### src/rtl/change_dispenser.sv
// Greedy change dispenser: pays change_in out as $50/$10/$5/$1 coins over a coin_valid/coin_ack handshake.
// Optional finite per-denomination stock with refill and FAULT state: define COIN_STOCK_EN.
module change_dispenser #(
  parameter logic [3:0] STOCK_INIT = 4'd15
) (
  input  logic       clk,
  input  logic       reset,
  input  logic       start,
  input  logic [6:0] change_in,
  input  logic       coin_ack,
  input  logic       refill,
  output logic       busy,
  output logic       coin_valid,
  output logic [1:0] coin_type,
  output logic [6:0] remaining,
  output logic [6:0] coin_count,
  output logic       done,
  output logic       fault
);

`ifdef COIN_STOCK_EN
  typedef enum logic [2:0] {IDLE, SELECT, OFFER, DONE, FAULT} state_t;
`else
  typedef enum logic [1:0] {IDLE, SELECT, OFFER, DONE} state_t;
`endif

  state_t     state, state_next;
  logic [6:0] remaining_next, coin_count_next;
  logic [1:0] coin_type_next, sel_type;
  logic [3:0] stock_ok, usable;
  logic       sel_ok, ack_take;

  function automatic logic [6:0] coin_value(input logic [1:0] t);
    case (t)
      2'd0:    coin_value = 7'd1;
      2'd1:    coin_value = 7'd5;
      2'd2:    coin_value = 7'd10;
      default: coin_value = 7'd50;
    endcase
  endfunction

`ifdef COIN_STOCK_EN
  logic [3:0] stock [4];

  always_ff @(posedge clk or negedge reset) begin
    if (!reset) begin
      for (int unsigned i = 0; i < 4; i++) stock[i] <= STOCK_INIT;
    end else if (refill && state == IDLE) begin
      for (int unsigned i = 0; i < 4; i++) stock[i] <= STOCK_INIT;
    end else if (ack_take) begin
      stock[coin_type] <= stock[coin_type] - 4'd1;
    end
  end

  always_comb begin
    for (int unsigned i = 0; i < 4; i++) stock_ok[i] = (stock[i] != 4'd0);
  end
`else
  logic unused_refill;
  assign unused_refill = refill;
  assign stock_ok      = '1;
`endif

  // Largest denomination that fits the amount owed and is in stock.
  always_comb begin
    for (int unsigned i = 0; i < 4; i++)
      usable[i] = stock_ok[i] && (coin_value(2'(i)) <= remaining);
    sel_ok   = |usable;
    sel_type = 2'd0;
    if (usable[3])      sel_type = 2'd3;
    else if (usable[2]) sel_type = 2'd2;
    else if (usable[1]) sel_type = 2'd1;
  end

  always_comb begin
    state_next      = state;
    remaining_next  = remaining;
    coin_count_next = coin_count;
    coin_type_next  = coin_type;
    busy            = 1'b0;
    coin_valid      = 1'b0;
    done            = 1'b0;
    fault           = 1'b0;
    ack_take        = 1'b0;
    case (state)
      IDLE: begin
        if (start) begin
          remaining_next  = change_in;
          coin_count_next = '0;
          state_next      = (change_in == 7'd0) ? DONE : SELECT;
        end
      end
      SELECT: begin
        busy = 1'b1;
        if (sel_ok) begin
          coin_type_next = sel_type;
          state_next     = OFFER;
        end
`ifdef COIN_STOCK_EN
        else begin
          state_next = FAULT;
        end
`endif
      end
      OFFER: begin
        busy       = 1'b1;
        coin_valid = 1'b1;
        if (coin_ack) begin
          ack_take        = 1'b1;
          remaining_next  = remaining - coin_value(coin_type);
          coin_count_next = coin_count + 7'd1;
          state_next      = (remaining_next == 7'd0) ? DONE : SELECT;
        end
      end
      DONE: begin
        done       = 1'b1;
        state_next = IDLE;
      end
`ifdef COIN_STOCK_EN
      FAULT: begin
        busy  = 1'b1;
        fault = 1'b1;
      end
`endif
      default: state_next = IDLE;
    endcase
  end

  always_ff @(posedge clk or negedge reset) begin
    if (!reset) begin
      state      <= IDLE;
      remaining  <= '0;
      coin_count <= '0;
      coin_type  <= '0;
    end else begin
      state      <= state_next;
      remaining  <= remaining_next;
      coin_count <= coin_count_next;
      coin_type  <= coin_type_next;
    end
  end

endmodule

### config.mk
export PLATFORM = sky130hd
export DESIGN_NAME = change_dispenser
export DESIGN_NICKNAME = d
export VERILOG_FILES = /design/src/rtl/change_dispenser.sv
export SDC_FILE = /design/constraint.sdc
export NUM_CORES = 1
export LEC_CHECK = 0
export CORE_ASPECT_RATIO = 1.4
export CORE_MARGIN = 2
export CORE_UTILIZATION = 36
export DETAILED_ROUTE_END_ITERATION = 12
export PLACE_DENSITY_LB_ADDON = 0.25
export SLEW_MARGIN = 5
export SYNTH_ARGS = -nofsm -noshare
export SYNTH_HDL_FRONTEND = slang
export SYNTH_SLANG_ARGS = --single-unit
### constraint.sdc
create_clock -name clk -period 4.3 [get_ports clk]
set_input_delay 0.86 -clock clk [delete_from_list [all_inputs] [get_ports clk]]
set_output_delay 0.86 -clock clk [all_outputs]
set_load 0.1 [all_outputs]
# Word level (Yosys, flattened, before mapping)
# Cells that the tools add are included.
# word_totals
out_inout_bits	20
reg_bits	18
# classes
eq_ne	8
n_mux	21
n_lt_le_gt_ge	4
add_sub_neg	2
reduce_logical	10
# ops
operator	count
2-to-1 mux 7 bit	6
one-hot mux 7 bit (2 select lines)	2
one-hot mux 6 bit (3 select lines)	1
zero test 7 bit	2
2-to-1 mux 2 bit	7
one-hot mux 2 bit (4 select lines)	1
adder 7 x 1 -> 7 bit (second input constant)	1
<= comparator 1 x 7 -> 1 bit (first input constant)	1
<= comparator 3 x 7 -> 1 bit (first input constant)	1
<= comparator 4 x 7 -> 1 bit (first input constant)	1
<= comparator 6 x 7 -> 1 bit (first input constant)	1
subtractor 7 bit	1
== test 2 bit (second input constant)	3
!= test 2 bit (second input constant)	3
AND reduction 3 bit	2
== test 2 x 1 -> 1 bit (second input constant)	2
zero test 2 bit	2
2-to-1 mux 1 bit	4
OR reduction 4 bit	1
AND reduction 2 bit	1
nonzero test 2 bit	1
OR reduction 2 bit	1

# Longest topological paths before layout
# logic_depth
ltp_word	9
mapped_depth	10

# Least setup slack after synthesis
# No wires, ideal clock.
# synth_timing
kind	flip-flop to flip-flop
startpoint	reg coin_type[1]
endpoint	reg state[1]
t_arrival_ps	2764
period_less_slack_ps	2837
path_buffers	0
setup_slack_ps	1463
stages_incl_launch_ff	10
cell_sequence	dfrtp_1 inv_1 nand2_1 ha_1 nor2_1 a21oi_2 and4b_1 or4_1 or3_1 a21oi_2
# synth_via
elab_chain_len	9
elab_cells_between_ends	11
cone_classes	add/sub (1); eq/ne (2); mux (6); reduce/logical (2)
# synth_lines
item	line_no	rtl
from (decl)	14	output logic [1:0] coin_type,
from (signal assigned)	139	coin_type <= coin_type_next;
== test 2 bit, or another cell as far along	34	case (t)
one-hot mux 6 bit (3 select lines) *	34	
2-to-1 mux 7 bit *	108	if (coin_ack) begin
2-to-1 mux 7 bit *	85	case (state)
subtractor 7 bit *	110	remaining_next = remaining - coin_value(coin_type);
zero test 7 bit *	112	state_next = (remaining_next == 7'd0) ? DONE : SELECT;
2-to-1 mux 2 bit *	112	
2-to-1 mux 2 bit *	108	
one-hot mux 2 bit (4 select lines) *	85	
to (signal assigned)	136	state <= state_next;
to (decl)	27	state_t state, state_next;
# Every way passes the cells marked *; elsewhere a longest branch is shown, timed or not. The select of a mux whose other input is x is not followed.
# A chain may end at the register's enable or synchronous reset.

# Worst setup path in the final report
# layout_timing
startpoint	reg state[0]
endpoint	out coin_valid
# layout_via
elab_chain_len	2
# layout_lines
item	line_no	rtl
== test 2 bit	85	
2-to-1 mux 1 bit	85	
to (decl)	13	output logic coin_valid,
# Every way passes these cells.

==> metrics.csv <==
metric,value,unit
outcome,"complete, no violations",
synth-seq-area-share,0.3425,
area_growth_syn_to_layout,29.31,%
ios,32,
synth_flop_cell,dfrtp_1,
avgViaCountPerCell,5.556,
coreArea,0.003578,sq mm
holdBufCountCts,0,
ys_async_sr_fraction,1.000,
finClkSkew,0.002806,ns
synth_area_leaders,"dfrtp_1 34%, ha_1 10%, nor2_1 4.3%, nand2_1 4.0%, a21oi_1 3.8%",
grt_pass1_vias,1231,
cts_sinks,18,
numPortBuffers,29,
cp_max_fo,14,
syn_area,0.001315,sq mm
slew_headroom,0.3517,
clk_latency,0.26,ns
die_width,55.08,um
finalHoldViolCount,0,
worstPathArrival,2.48,ns
path_cells,"inv_1, ha_1, clkdlybuf4s50_1",
synth.avg_cell_area,8.709,sq um
ctsResizeCount,0,
diodes,0,
synth.most_common_cell,dfrtp_1,
grt_overflow_total,0,
antenna_found_initial,0,
drc,0,
end_kind,output port,
grt_start_max_net_pins,19,
slew_viol_final,0,
syn_inst,151,
ant_nets,0,
die_h,75.51,um
rsz0062_at_grt,no,
yosys.area.top_type,dfrtp_1,
fp-row-count,26,
setup_tns,0,ns
synth.yosys.warnings,0,
syn_nets,175,
cts_buffers,3,
post_cts_buffers,0,
finalCriticalPeriod,3.337,ns
path_class,flop to output port,
cts_tree,done,
nNetsFinal,206,
grt_pass1_wl,5575,um
wl_per_cell,15.30,um
r2r_slack,1.70,ns
initial_core_util,0.3675,
ys_seq_elements,18,
place_congestion,0.8904,
crit_family,buffers and inverters,
crit_buf_inv,2,
clk_pin_slew,0.07,ns
root_buffer,clkbuf_8,
synth-edff-count,0,
num_vias,1239,
drt_wl_total,3412,um
ys_types,42,
period_share,0.7760,
required,3.44,ns
hold_class,flop to flop,
dr.pass1.iters,4,
die_area,0.004159,sq mm
drive_above_1_share,0.05525,
htree_levels,1,
start_kind,flop,
max_stage_delay,1.23,ns
post-dp-hpwl,2660,um
clockBufferDepth,2,
setup_viol,0,
cap_violations,0,
max_slew.worst_pin.slew,0.9694,ns
fmax,299.7,MHz
synth_top_area_share,0.3425,
yosys-top-cells-count,"18 x dfrtp_1, 15 x nor2_1, 14 x nand2_1, 13 x inv_1, 11 x ha_1",
grt_use_total,0.1824,
dr.first_iter.drc_count,27,
crit_slowest_cell,clkdlybuf4s50_1,
-- cells by family (layout without fill, tap and decap cells) --
logic type,after synthesis,in the layout,share of synthesized area
mux,2,2,0.01522
xor+xnor,8,8,0.05328
other cells,1,1,0.002852
simple gates,52,52,0.1979
compound gates,41,41,0.2160
flops,18,18,0.3425
fa+ha+maj,12,12,0.1199
buf+inv,17,47,0.05233
-- metal layers --
layer / wire (um) / up-vias / track usage
li1: - / 599 / -
met1: 1391 / 603 / 0.2173
met2: 1814 / 31 / 0.3347
met5: 0 / - / 0
met4: 51 / 0 / 0.05149
met3: 155 / 6 / 0.02157
-- through the flow --
step / hold slack, ns / cell area (sq um) / worst slack, ns / utilization / std cells
detailed placement: 0.5229 / 1645 / 1.248 / 0.4598 / 219
floorplan: 0.5209 / 1315 / 1.463 / - / 151
global placement: 0.5240 / 1645 / 1.293 / 0.4598 / 219
CTS: 0.5447 / 1700 / 0.9473 / 0.4752 / 223
finish: 0.5358 / 1700 / 0.9634 / 0.4752 / 223
global route: 0.5871 / 1700 / 0.8499 / 0.4752 / 223
-- layout by cell type, fill, tap and decap left out, types with 3 or more instances in the layout --
master and instances:
a211oi_1 3, a21oi_1 10, clkbuf_8 4, clkdlybuf4s50_1 29, dfrtp_1 18, ha_1 11
inv_1 13, nand2_1 14, nand3_1 3, nor2_1 15, nor3_1 5, o21ai_0 7
o22ai_1 6, or4_1 3, xnor2_1 4, xor2_1 4
-- worst paths after layout --
kind                                                   to  cells after the start                      start
worst max-delay path                           coin_valid                      3       state[0]$_DFFE_PN0P_
worst min-delay path            coin_count[6]$_DFFE_PN0P_                      2  coin_count[6]$_DFFE_PN0P_
worst max register to register       state[1]$_DFFE_PN0P_                     10   coin_type[1]$_DFFE_PN0P_
worst min register to register  coin_count[6]$_DFFE_PN0P_                      2  coin_count[6]$_DFFE_PN0P_
max in group asynchronous        remaining[3]$_DFFE_PN0P_                      1                      reset
min in group asynchronous            state[0]$_DFFE_PN0P_                      1                      reset
-- worst register-to-register path: cells and delay by family (launching register included) --
kind | cells | cell delay (ns)
xor+xnor | 1 | 0.26
compound gates | 2 | 0.47
buf+inv | 2 | 0.19
fa+ha+maj | 2 | 0.59
simple gates | 3 | 0.59
flops | 1 | 0.44
-- layout make-up --
| cell class | instances | area (sq um) |
|---|---|---|
| multi-input cells | 116 | 795.8 |
| clock buffers | 4 | 55.05 |
| repair buffers | 30 | 297.8 |
| well taps | 42 | 52.55 |
| flip-flops and latches | 18 | 450.4 |
| inverters | 13 | 48.80 |
| fillers | 362 | 1878 |
-- sequential cells by signal (all words and copies together), names as in the netlist --
register / cells
coin_count: 7
remaining: 7
state: 2
coin_type: 2
Power is left out: the tool's default activity adds up to more than one toggle a clock period on the data nets, which glitch-free logic cannot reach.
